==> src/rtl/ctrl_decode_stage_if.sv <==
// ---------------------------------------------------------------------------
// ctrl_decode_stage_if
//  Bus between the ID-stage control unit and its surroundings.
//  slave  : view taken by ctrl_decode_stage (instruction/handshake in,
//           ID/EX control bundle and status out).
//  master : view taken by the driver of ID (pipeline datapath / testbench).
//  Signals:
//   id_instr, id_valid, ex_stall, flush      master -> slave
//   id_stall (combinational), ex_* controls,
//   mdu_busy, halted, illegal                slave -> master
// ---------------------------------------------------------------------------
interface ctrl_decode_stage_if #(
   parameter int unsigned ALU_OP_W = 4
) ();

   logic [31:0]         id_instr;
   logic                id_valid;
   logic                ex_stall;
   logic                flush;
   logic                id_stall;
   logic                ex_valid;
   logic [ALU_OP_W-1:0] ex_alu_op;
   logic                ex_alu_src_b;
   logic                ex_reg_write;
   logic                ex_reg_dst;
   logic                ex_mem_to_reg;
   logic                ex_mem_write;
   logic                ex_signed_ext;
   logic                ex_beq;
   logic                ex_bne;
   logic                ex_blez;
   logic                ex_jmp;
   logic                ex_jal;
   logic                ex_jr;
   logic                ex_shamt_sel;
   logic                ex_syscall;
   logic                ex_hilo_rd;
   logic [1:0]          ex_ram_sel;
   logic                ex_mdu_start;
   logic                mdu_busy;
   logic                halted;
   logic                illegal;

   modport master (
      output id_instr, id_valid, ex_stall, flush,
      input  id_stall, ex_valid, ex_alu_op, ex_alu_src_b, ex_reg_write,
             ex_reg_dst, ex_mem_to_reg, ex_mem_write, ex_signed_ext, ex_beq,
             ex_bne, ex_blez, ex_jmp, ex_jal, ex_jr, ex_shamt_sel, ex_syscall,
             ex_hilo_rd, ex_ram_sel, ex_mdu_start, mdu_busy, halted, illegal
   );

   modport slave (
      input  id_instr, id_valid, ex_stall, flush,
      output id_stall, ex_valid, ex_alu_op, ex_alu_src_b, ex_reg_write,
             ex_reg_dst, ex_mem_to_reg, ex_mem_write, ex_signed_ext, ex_beq,
             ex_bne, ex_blez, ex_jmp, ex_jal, ex_jr, ex_shamt_sel, ex_syscall,
             ex_hilo_rd, ex_ram_sel, ex_mdu_start, mdu_busy, halted, illegal
   );

endinterface

==> src/rtl/ctrl_decode_stage.sv <==
// ---------------------------------------------------------------------------
// ctrl_decode_stage
//  Registered ID/EX control unit of the 5-stage MIPS pipeline. Decodes the ID
//  instruction, latches the control bundle into ID/EX, handles stall/flush,
//  interlocks MFHI/MFLO and back-to-back MULT/DIV against a multi-cycle MDU
//  busy counter, and freezes the core after a SYSCALL retires.
//  Ports:
//   clk   rising-edge clock
//   rst   synchronous active-high reset
//   bus   ctrl_decode_stage_if.slave (instruction in, ID/EX controls out,
//         id_stall is the only combinational output)
//  Parameters: ALU_OP_W (>=4), MDU_LAT (>=1), CNT_W (2**CNT_W > MDU_LAT)
//  Build option: CTRL_ILLEGAL_TRAP_EN -- when defined, an undecodable valid
//   instruction becomes a bubble and raises a sticky illegal flag that stalls
//   ID; when undefined it retires as a NOP and illegal stays 0.
// ---------------------------------------------------------------------------
module ctrl_decode_stage #(
   parameter int unsigned ALU_OP_W = 4,
   parameter int unsigned MDU_LAT  = 4,
   parameter int unsigned CNT_W    = 3
) (
   input logic                clk,
   input logic                rst,
   ctrl_decode_stage_if.slave bus
);

`ifdef CTRL_ILLEGAL_TRAP_EN
   localparam bit TRAP_EN = 1'b1;
`else
   localparam bit TRAP_EN = 1'b0;
`endif

   typedef struct packed {
      logic [3:0] alu_op;
      logic       alu_src_b;
      logic       reg_write;
      logic       reg_dst;
      logic       mem_to_reg;
      logic       mem_write;
      logic       signed_ext;
      logic       beq;
      logic       bne;
      logic       blez;
      logic       jmp;
      logic       jal;
      logic       jr;
      logic       shamt_sel;
      logic       syscall;
      logic       hilo_rd;
      logic [1:0] ram_sel;
   } ctrl_t;

   typedef enum logic [1:0] {
      S_RUN      = 2'd0,
      S_MDU_BUSY = 2'd1,
      S_HALT     = 2'd2
   } state_t;

   state_t           state_q;
   logic [CNT_W-1:0] cnt_q, cnt_d;
   logic             mdu_busy_q;
   logic             mdu_start_q;
   logic             illegal_q;
   ctrl_t            ex_q, ex_d;
   logic             ex_valid_q, ex_valid_d;

   ctrl_t            dec;
   logic             known, is_mdu, is_hilo, is_sys;
   logic             hazard, id_stall_c, load;
   logic             take_mdu, take_sys, set_ill;

   logic [5:0] opcode, funct;
   logic [4:0] rt;
   logic       unused_instr_bits;

   assign opcode            = bus.id_instr[31:26];
   assign rt                = bus.id_instr[20:16];
   assign funct             = bus.id_instr[5:0];
   assign unused_instr_bits = ^{bus.id_instr[25:21], bus.id_instr[15:6]};

   // Instruction decode into the control bundle plus hazard classification
   always_comb begin
      dec     = '0;
      known   = 1'b1;
      is_mdu  = 1'b0;
      is_hilo = 1'b0;
      is_sys  = 1'b0;
      case (opcode)
         6'h00: begin
            dec.reg_write = 1'b1;
            dec.reg_dst   = 1'b1;
            case (funct)
               6'h00: dec.shamt_sel = 1'b1;
               6'h02: begin dec.alu_op = 4'd2; dec.shamt_sel = 1'b1; end
               6'h03: begin dec.alu_op = 4'd1; dec.shamt_sel = 1'b1; end
               6'h06: dec.alu_op = 4'd2;
               6'h20, 6'h21: dec.alu_op = 4'd5;
               6'h22: dec.alu_op = 4'd6;
               6'h24: dec.alu_op = 4'd7;
               6'h25: dec.alu_op = 4'd8;
               6'h26: dec.alu_op = 4'd9;
               6'h27: dec.alu_op = 4'd10;
               6'h2A: dec.alu_op = 4'd11;
               6'h2B: dec.alu_op = 4'd12;
               6'h10, 6'h12: begin
                  dec.hilo_rd = 1'b1;
                  is_hilo     = 1'b1;
               end
               6'h08: begin
                  dec           = '0;
                  dec.jr        = 1'b1;
               end
               6'h0C: begin
                  dec           = '0;
                  dec.syscall   = 1'b1;
                  is_sys        = 1'b1;
               end
               // MDU ops only launch the unit; they write no GPR
               6'h18, 6'h19, 6'h1A, 6'h1B: begin
                  dec    = '0;
                  is_mdu = 1'b1;
               end
               default: begin
                  dec   = '0;
                  known = 1'b0;
               end
            endcase
         end
         6'h02: dec.jmp = 1'b1;
         6'h03: begin dec.jal = 1'b1; dec.reg_write = 1'b1; end
         6'h04: dec.beq = 1'b1;
         6'h05: dec.bne = 1'b1;
         6'h06: begin
            if (rt == 5'd0) begin
               dec.blez   = 1'b1;
               dec.alu_op = 4'd11;
            end else begin
               known = 1'b0;
            end
         end
         6'h08, 6'h09, 6'h0A: begin
            dec.alu_op     = (opcode == 6'h0A) ? 4'd11 : 4'd5;
            dec.alu_src_b  = 1'b1;
            dec.reg_write  = 1'b1;
            dec.signed_ext = 1'b1;
         end
         6'h0C, 6'h0D: begin
            dec.alu_op    = (opcode == 6'h0C) ? 4'd7 : 4'd8;
            dec.alu_src_b = 1'b1;
            dec.reg_write = 1'b1;
         end
         6'h23, 6'h24: begin
            dec.alu_op     = 4'd5;
            dec.alu_src_b  = 1'b1;
            dec.reg_write  = 1'b1;
            dec.mem_to_reg = 1'b1;
            dec.signed_ext = 1'b1;
            dec.ram_sel    = (opcode == 6'h24) ? 2'b11 : 2'b00;
         end
         6'h2B: begin
            dec.alu_op     = 4'd5;
            dec.alu_src_b  = 1'b1;
            dec.mem_write  = 1'b1;
            dec.signed_ext = 1'b1;
         end
         default: known = 1'b0;
      endcase
   end

   // Interlock, load/bubble selection and busy-counter next value
   always_comb begin
      hazard     = bus.id_valid & (is_mdu | is_hilo);
      // a flushed MDU/HI-LO reader is squashed anyway, so it need not wait
      id_stall_c = (state_q == S_HALT) | (mdu_busy_q & hazard & ~bus.flush)
                   | (TRAP_EN & illegal_q);
      load       = bus.id_valid & ~bus.flush & ~id_stall_c;
      ex_d       = '0;
      ex_valid_d = 1'b0;
      if (load & known) begin
         ex_d       = dec;
         ex_valid_d = 1'b1;
      end else if (load & ~TRAP_EN) begin
         ex_valid_d = 1'b1;
      end
      take_mdu = load & is_mdu;
      take_sys = load & is_sys;
      set_ill  = load & ~known & TRAP_EN;
      if (take_mdu) begin
         cnt_d = CNT_W'(MDU_LAT);
      end else if (cnt_q != '0) begin
         cnt_d = cnt_q - CNT_W'(1);
      end else begin
         cnt_d = '0;
      end
   end

   // ID/EX register, busy counter and RUN/MDU_BUSY/HALT FSM
   always_ff @(posedge clk) begin
      if (rst) begin
         state_q     <= S_RUN;
         cnt_q       <= '0;
         mdu_busy_q  <= 1'b0;
         mdu_start_q <= 1'b0;
         illegal_q   <= 1'b0;
         ex_q        <= '0;
         ex_valid_q  <= 1'b0;
      end else if (bus.ex_stall) begin
         // held register must not look like a second launch
         mdu_start_q <= 1'b0;
      end else begin
         ex_q        <= ex_d;
         ex_valid_q  <= ex_valid_d;
         mdu_start_q <= take_mdu;
         cnt_q       <= cnt_d;
         mdu_busy_q  <= (cnt_d != '0);
         illegal_q   <= illegal_q | set_ill;
         case (state_q)
            S_RUN: begin
               if (take_sys)      state_q <= S_HALT;
               else if (take_mdu) state_q <= S_MDU_BUSY;
            end
            S_MDU_BUSY: begin
               if (take_sys)          state_q <= S_HALT;
               else if (cnt_d == '0)  state_q <= S_RUN;
            end
            S_HALT:  state_q <= S_HALT;
            default: state_q <= S_RUN;
         endcase
      end
   end

   assign bus.id_stall      = id_stall_c;
   assign bus.ex_valid      = ex_valid_q;
   assign bus.ex_alu_op     = ALU_OP_W'(ex_q.alu_op);
   assign bus.ex_alu_src_b  = ex_q.alu_src_b;
   assign bus.ex_reg_write  = ex_q.reg_write;
   assign bus.ex_reg_dst    = ex_q.reg_dst;
   assign bus.ex_mem_to_reg = ex_q.mem_to_reg;
   assign bus.ex_mem_write  = ex_q.mem_write;
   assign bus.ex_signed_ext = ex_q.signed_ext;
   assign bus.ex_beq        = ex_q.beq;
   assign bus.ex_bne        = ex_q.bne;
   assign bus.ex_blez       = ex_q.blez;
   assign bus.ex_jmp        = ex_q.jmp;
   assign bus.ex_jal        = ex_q.jal;
   assign bus.ex_jr         = ex_q.jr;
   assign bus.ex_shamt_sel  = ex_q.shamt_sel;
   assign bus.ex_syscall    = ex_q.syscall;
   assign bus.ex_hilo_rd    = ex_q.hilo_rd;
   assign bus.ex_ram_sel    = ex_q.ram_sel;
   assign bus.ex_mdu_start  = mdu_start_q;
   assign bus.mdu_busy      = mdu_busy_q;
   assign bus.halted        = (state_q == S_HALT);
   assign bus.illegal       = illegal_q;

endmodule

==> src/flat_wrapper.sv <==
// flat-port wrapper written by rule: the top's interface ports become plain ports
module ctrl_decode_stage_flat 
#(
   parameter int unsigned ALU_OP_W = 4,
   parameter int unsigned MDU_LAT  = 4,
   parameter int unsigned CNT_W    = 3
)
  (clk, rst, bus_id_instr, bus_id_valid, bus_ex_stall, bus_flush, bus_id_stall, bus_ex_valid, bus_ex_alu_op, bus_ex_alu_src_b, bus_ex_reg_write, bus_ex_reg_dst, bus_ex_mem_to_reg, bus_ex_mem_write, bus_ex_signed_ext, bus_ex_beq, bus_ex_bne, bus_ex_blez, bus_ex_jmp, bus_ex_jal, bus_ex_jr, bus_ex_shamt_sel, bus_ex_syscall, bus_ex_hilo_rd, bus_ex_ram_sel, bus_ex_mdu_start, bus_mdu_busy, bus_halted, bus_illegal);
  ctrl_decode_stage_if #(.ALU_OP_W(ALU_OP_W)) bus_i ();
  input logic clk;
  input logic rst;
  input wire logic [$bits(bus_i.id_instr)-1:0] bus_id_instr;
  input wire logic [$bits(bus_i.id_valid)-1:0] bus_id_valid;
  input wire logic [$bits(bus_i.ex_stall)-1:0] bus_ex_stall;
  input wire logic [$bits(bus_i.flush)-1:0] bus_flush;
  output wire logic [$bits(bus_i.id_stall)-1:0] bus_id_stall;
  output wire logic [$bits(bus_i.ex_valid)-1:0] bus_ex_valid;
  output wire logic [$bits(bus_i.ex_alu_op)-1:0] bus_ex_alu_op;
  output wire logic [$bits(bus_i.ex_alu_src_b)-1:0] bus_ex_alu_src_b;
  output wire logic [$bits(bus_i.ex_reg_write)-1:0] bus_ex_reg_write;
  output wire logic [$bits(bus_i.ex_reg_dst)-1:0] bus_ex_reg_dst;
  output wire logic [$bits(bus_i.ex_mem_to_reg)-1:0] bus_ex_mem_to_reg;
  output wire logic [$bits(bus_i.ex_mem_write)-1:0] bus_ex_mem_write;
  output wire logic [$bits(bus_i.ex_signed_ext)-1:0] bus_ex_signed_ext;
  output wire logic [$bits(bus_i.ex_beq)-1:0] bus_ex_beq;
  output wire logic [$bits(bus_i.ex_bne)-1:0] bus_ex_bne;
  output wire logic [$bits(bus_i.ex_blez)-1:0] bus_ex_blez;
  output wire logic [$bits(bus_i.ex_jmp)-1:0] bus_ex_jmp;
  output wire logic [$bits(bus_i.ex_jal)-1:0] bus_ex_jal;
  output wire logic [$bits(bus_i.ex_jr)-1:0] bus_ex_jr;
  output wire logic [$bits(bus_i.ex_shamt_sel)-1:0] bus_ex_shamt_sel;
  output wire logic [$bits(bus_i.ex_syscall)-1:0] bus_ex_syscall;
  output wire logic [$bits(bus_i.ex_hilo_rd)-1:0] bus_ex_hilo_rd;
  output wire logic [$bits(bus_i.ex_ram_sel)-1:0] bus_ex_ram_sel;
  output wire logic [$bits(bus_i.ex_mdu_start)-1:0] bus_ex_mdu_start;
  output wire logic [$bits(bus_i.mdu_busy)-1:0] bus_mdu_busy;
  output wire logic [$bits(bus_i.halted)-1:0] bus_halted;
  output wire logic [$bits(bus_i.illegal)-1:0] bus_illegal;
  assign bus_i.id_instr = bus_id_instr;
  assign bus_i.id_valid = bus_id_valid;
  assign bus_i.ex_stall = bus_ex_stall;
  assign bus_i.flush = bus_flush;
  assign bus_id_stall = bus_i.id_stall;
  assign bus_ex_valid = bus_i.ex_valid;
  assign bus_ex_alu_op = bus_i.ex_alu_op;
  assign bus_ex_alu_src_b = bus_i.ex_alu_src_b;
  assign bus_ex_reg_write = bus_i.ex_reg_write;
  assign bus_ex_reg_dst = bus_i.ex_reg_dst;
  assign bus_ex_mem_to_reg = bus_i.ex_mem_to_reg;
  assign bus_ex_mem_write = bus_i.ex_mem_write;
  assign bus_ex_signed_ext = bus_i.ex_signed_ext;
  assign bus_ex_beq = bus_i.ex_beq;
  assign bus_ex_bne = bus_i.ex_bne;
  assign bus_ex_blez = bus_i.ex_blez;
  assign bus_ex_jmp = bus_i.ex_jmp;
  assign bus_ex_jal = bus_i.ex_jal;
  assign bus_ex_jr = bus_i.ex_jr;
  assign bus_ex_shamt_sel = bus_i.ex_shamt_sel;
  assign bus_ex_syscall = bus_i.ex_syscall;
  assign bus_ex_hilo_rd = bus_i.ex_hilo_rd;
  assign bus_ex_ram_sel = bus_i.ex_ram_sel;
  assign bus_ex_mdu_start = bus_i.ex_mdu_start;
  assign bus_mdu_busy = bus_i.mdu_busy;
  assign bus_halted = bus_i.halted;
  assign bus_illegal = bus_i.illegal;
  ctrl_decode_stage #(.ALU_OP_W(ALU_OP_W), .MDU_LAT(MDU_LAT), .CNT_W(CNT_W)) u_core (.clk(clk), .rst(rst), .bus(bus_i));
endmodule
==> config.mk <==
export PLATFORM = sky130hd
export DESIGN_NAME = ctrl_decode_stage_flat
export DESIGN_NICKNAME = d
export VERILOG_FILES = /design/src/rtl/ctrl_decode_stage_if.sv /design/src/rtl/ctrl_decode_stage.sv /design/src/flat_wrapper.sv
export SDC_FILE = /design/constraint.sdc
export NUM_CORES = 1
export LEC_CHECK = 0
export CORE_ASPECT_RATIO = 1.4
export CORE_MARGIN = 5
export CORE_UTILIZATION = 49
export CTS_CLUSTER_SIZE = 24
export DETAILED_ROUTE_END_ITERATION = 8
export GPL_ROUTABILITY_DRIVEN = 1
export PLACE_DENSITY = 0.9
export SLEW_MARGIN = 20
export SYNTH_ARGS = -nofsm -noshare
export SYNTH_HDL_FRONTEND = slang
export SYNTH_SLANG_ARGS = --single-unit
==> constraint.sdc <==
create_clock -name clk -period 6.85 [get_ports clk]
set_clock_uncertainty 0.1 [all_clocks]
set_input_delay 2.055 -clock clk [delete_from_list [all_inputs] [get_ports clk]]
set_output_delay 2.055 -clock clk [all_outputs]
set_load 0.1 [all_outputs]
Yosys cells after proc, flatten, opt, wreduce, memory -nomap -nowiden
Cells that the tools add are included.

operators by class
  $add $sub $neg = 1
  equality and inequality tests = 37
  muxes and demuxes = 40
  bitwise logic cells = 13
  reduce and logical (&&, ||, !) cells = 24

operators with widths
  operator              number
  $eq A6 B6 Y1 const B  12
  $eq A6 B4 Y1 const B  7
  $pmux W4 S10          1
  $eq A6 B5 Y1 const B  6
  $eq A6 B2 Y1 const B  4
  $eq A6 B3 Y1 const B  4
  $pmux W11 S2          1
  $mux W21              1
  $reduce_or A21 Y1     1
  $pmux W1 S2           10
  $pmux W4 S5           1
  $mux W4               4
  $reduce_or A8 Y1      2
  $reduce_or A15 Y1     1
  $logic_not A6 Y1      2
  $mux W1               12
  $mux W2               6
  $reduce_or A12 Y1     1
  $reduce_or A2 Y1      6
  $reduce_or A3 Y1      3
  $and A1 B1 Y1         8
  $mux W3               2
  $ne A3 B1 Y1 const B  2
  $pmux W2 S3           1
  13 further kinds      17

word-level totals
  register bits after elaboration = 29
  output and inout bits = 27

Logic depth before layout (Yosys ltp)
  depth after elaboration = 17
  mapped depth = 7
  mapped depth without buffers = 7

Worst setup path after synthesis
No wires, ideal clock.

  path kind = input port to output port
  start = input port bus_id_instr[4]
  end = output port bus_id_stall
  arrival = 3.258 ns
  path slack = 1.437 ns
  stages = 4
  cells stage by stage = clkbuf_1 nand4b_1 nor3_1 or2_2

on the way
  word-level cells in the longest chain between the ends = 9
  elaborated cells on any way between the ends = 17
  those cells by class = eq/ne (6); mux (4); bitwise (5); reduce/logical (2)

ends and longest elaborated chain
  item                                                  RTL line                  text
  from (decl)                                           flat_wrapper.sv:12        input wire logic [$bits(bus_i.id_instr)-1:0] bus_id_instr;
  $eq A6 B5 Y1                                          ctrl_decode_stage.sv:92   case (funct)
  $reduce_or A4 Y1 or $reduce_or A2 Y1 (tied branches)  --
  $mux W1                                               ctrl_decode_stage.sv:92
  $mux W1                                               ctrl_decode_stage.sv:88   case (opcode)
  $or A1 B1 Y1 (*)                                      ctrl_decode_stage.sv:172  hazard = bus.id_valid & (is_mdu | is_hilo);
  $and A1 B1 Y1 (*)                                     ctrl_decode_stage.sv:172
  $and A1 B1 Y1 (*) (2 in a row)                        ctrl_decode_stage.sv:174  id_stall_c = (state_q == S_HALT) | (mdu_busy_q & hazard & ~bus.flush)
  $or A1 B1 Y1 (*)                                      ctrl_decode_stage.sv:174
  to (decl)                                             flat_wrapper.sv:16        output wire logic [$bits(bus_i.id_stall)-1:0] bus_id_stall;

Mark *: on every way between the ends. The rest lies on a longest branch, timed or not.

Worst setup path in the final report
  start = input port bus_id_instr[0]
  end = output port bus_id_stall

Same word-level chain as after synthesis.

==> out/summary.txt <==
========================================================================================
Placed cell count .........................................................          320
Commonest register cell after synthesis ...................................      dfxtp_1
Max H-tree Level ..........................................................            1
Die area ..................................................................    5183 um^2
Port Buffers ..............................................................           47
Critical Path Sink Type ...................................................   output pin
WHS .......................................................................    0.3543 ns
Leakage power summed over all cells .......................................    0.8337 nW
Worst reg-to-reg path cell count ..........................................            5
Number of hold-slack violations in the final timing report ................            0
Number of antenna violations at the first check in global routing .........            0
Fin Setup TNS .............................................................         0 ns
Post-route cell area ......................................................    2417 um^2
Maximum number of pins on one net before global-route repair ..............           19
IR drop worst, VDD ........................................................    0.1219 mV
Nets ......................................................................          322
Cell Rows .................................................................           26
Starting Density ..........................................................       0.5102
Worst R2R Setup Slack .....................................................      4.74 ns
WP buf/inv ................................................................            2
Setup repair bufs after CTS ...............................................            0
Core area .................................................................    3676 um^2
Post-synthesis net count ..................................................          286
Layout cells sized above 1 ................................................      0.06738
Result of the run ......................................................... finished clean
Setup repair after global routing missed its margin .......................        false
CP Capture Point .......................................................... bus_id_stall
Grt total ovfl ............................................................            0
Crit Path Category ........................................................ primary input to output pin
Number of different library cells in the post-synthesis netlist ...........           57
Horiz. Die Dim ............................................................     62.29 um
Mean post-synth cell area .................................................   7.593 um^2
Syn Std Cell Area .........................................................    1876 um^2
Post-DP HPWL ..............................................................      3375 um
Filler-free cell count of the finished design .............................          324
Minimum period implied by the final worst setup slack .....................     6.038 ns
Vias after detailed routing ...............................................         1899
Library cell contributing the largest single delay on the critical path ... clkdlybuf4s50_1
Portion of the clock cycle consumed by the worst path in the final layout .       0.8814
Required time worst endpoint ..............................................      4.70 ns
All-layer global routing usage ............................................       0.1755
Maximum Capacitance Violations ............................................            0
Cts repair resizes ........................................................            0
Count of cell instances traversed by the critical path ....................            6
Detailed-router iteration count before antenna repair .....................            4
Pins over their slew limit ................................................            0
Clock root buffer master ..................................................     clkbuf_8
Asr flop ratio synth ......................................................            0
Drt total wl ..............................................................      4654 um
Endpoint of the worst register-to-register path ........................... u_core.bus.ex_alu_op[0]$_SDFFE_PP0N_
Worst path cell trace ..................................................... clkdlybuf4s50_1, nor2b_1, nand4b_1, nor3_1, or2_2, buf_12
Total power ...............................................................    0.3776 mW
Source-to-sink clock delay at the later pin of the worst-skew pair ........      0.28 ns
Vias in the first global route ............................................         1750
Syn. warnings .............................................................            0
Number of instances in the synthesized netlist ............................          247
CP Launch Type ............................................................ primary input
Remaining design rule violation count .....................................            0
Worst Path Arrival ........................................................      3.88 ns
Sequential share of the synthesized area ..................................       0.2989
CTS clock-pin slew for the worst setup and hold paths .....................      0.10 ns
Layout Utilization ........................................................       0.6576
Timing-limited maximum frequency ..........................................    165.6 MHz
Top cell family by delay on the critical path ............................. simple AND/OR/NAND/NOR gates
Pre-CTS setup slack .......................................................    0.8353 ns
Global placement routability congestion ...................................       0.8707
RR Startpoint ............................................................. u_core.state_q[0]$_SDFFE_PP0P_
Number of flip-flops in the largest register ..............................            4
Setup WS post-layout ......................................................    0.8125 ns
Antenna Violating Nets Remaining ..........................................            0
Top-level I/O count .......................................................           64
Worst stage delay on the critical path ....................................      0.59 ns
Beginning of the critical path ............................................ bus_id_instr[0]
Detailed-route vias per instance ..........................................        5.861
Area after detailed placement .............................................    2346 um^2
Worst slew pin tran .......................................................    0.9789 ns
Cts-stage hold buffer count ...............................................            0
Number of buffers added by the clock tree synthesis step ..................            3
Power Density ............................................................. 156.2 nW/um^2
TritonCTS clock tree ......................................................        built
Routed length per placed instance .........................................     14.36 um
Kind of path behind the tightest hold check ............................... flop to flop
Global-route wire length before repair ....................................      7838 um
Synth Register Bits .......................................................           28
Area growth from synthesis to final layout ................................       28.89%
Total number of clock tree sinks ..........................................           28
Max Root-Sink Buffers .....................................................            2
Post-synth EDFFs ..........................................................            0
Iter 0 DRT Violations .....................................................          111
Total of endpoints with negative setup slack in the final report ..........            0
Antenna cells .............................................................            0
Relative slew margins .....................................................       0.3454
Die height ................................................................     83.21 um
Critical path peak fanout .................................................           12
========================================================================================
## where the power goes
group	internal (mW)	total [mW]	switching, mW	leakage, nW
clock network	0.0784	0.134	0.0557	0.0357
registers	0.165	0.166	0.00155	0.226
logic	0.0316	0.0774	0.0458	0.572
## placed cells by master (no fill, tap or decap), drive strengths merged, types with 3 or more instances in the layout
cell,count
clkbuf,3
or3,3
a211oi,3
nor4b,4
inv,10
a21oi,14
o21ai,20
nand4,3
nand2,29
o31ai,4
nor2b,9
o22ai,3
o211ai,4
clkdlybuf4s50,46
or2,3
nor3b,4
nor3,12
nor2,10
nand2b,7
nand4b,5
buf,7
a31oi,7
dfxtp,28
or4,5
nand3b,3
## cell families (layout without fill, tap and decap cells)
family,after synthesis,count (layout),synth area share
buffers and inverters,32,67,0.07739
other,1,1,0.001999
multiplexers,1,1,0.005337
adder cells (fa/ha/maj),3,3,0.01868
AND/OR/NAND/NOR,112,112,0.3629
XOR/XNOR,3,3,0.01401
flip-flops,28,28,0.2989
AO/OA/AOI/OAI,67,67,0.2208
## Yosys cell counts, types with 3 or more instances
master     n  share of area
nand4_1    3          0.010
a211oi_1   3          0.012
o211ai_1   4          0.016
clkbuf_1  16          0.032
o21ai_0   19          0.051
dfxtp_1   28           0.30
or4_1      5          0.020
nand2_1   29          0.058
inv_1     10          0.020
nor3b_1    4          0.016
nor2_1    10          0.020
nor2b_1    9          0.030
or2_2      3          0.010
o22ai_1    3          0.010
nor3_1    11          0.029
o31ai_1    4          0.016
a31oi_1    7          0.023
nand2b_1   7          0.023
nand4b_1   5          0.023
a21oi_1   14          0.037
nand3b_1   3          0.012
nor4b_1    3          0.014
or3_1      3          0.010
## tightest hold or removal path, delay by kind of cell, from the launching register on
family,cells,cell delay [ns]
simple gates,1,0.05
flops,1,0.34
compound gates,1,0.05
## layer usage
layer	GRT usage	wire length, um	vias up
li1	-	-	973
met4	0.05985	54	0
met1	0.2109	1912	862
met3	0.02568	284	5
met2	0.3123	2403	59
met5	0	0	-
## final cells by class
cell class / instances / area (um^2)
fill: 321 / 1259
sequential: 28 / 560.5
tap: 42 / 52.55
clock inverter: 1 / 30.03
clock buffer: 3 / 41.29
inverter: 10 / 37.54
timing repair buffer: 53 / 525.5
multi-input combinational: 187 / 1170
## worst min-delay path by stage
stage | startpoint | to | slack (ns) | depth (start not counted)
floorplan | u_core.cnt_q[1]$_SDFFE_PP0N_ | u_core.cnt_q[1]$_SDFFE_PP0N_ | 0.36 | 2
global placement | u_core.bus.ex_mem_write$_SDFFE_PP0N_ | u_core.bus.ex_mem_write$_SDFFE_PP0N_ | 0.33 | 2
detailed placement | u_core.bus.ex_mem_write$_SDFFE_PP0N_ | u_core.bus.ex_mem_write$_SDFFE_PP0N_ | 0.33 | 2
CTS | u_core.bus.ex_mem_write$_SDFFE_PP0N_ | u_core.bus.ex_mem_write$_SDFFE_PP0N_ | 0.36 | 2
global route | u_core.bus.ex_jmp$_SDFFE_PP0N_ | u_core.bus.ex_jmp$_SDFFE_PP0N_ | 0.39 | 2
finish | u_core.bus.ex_mem_write$_SDFFE_PP0N_ | u_core.bus.ex_mem_write$_SDFFE_PP0N_ | 0.35 | 2
No activity file was read; power rests on OpenSTA's default activity.
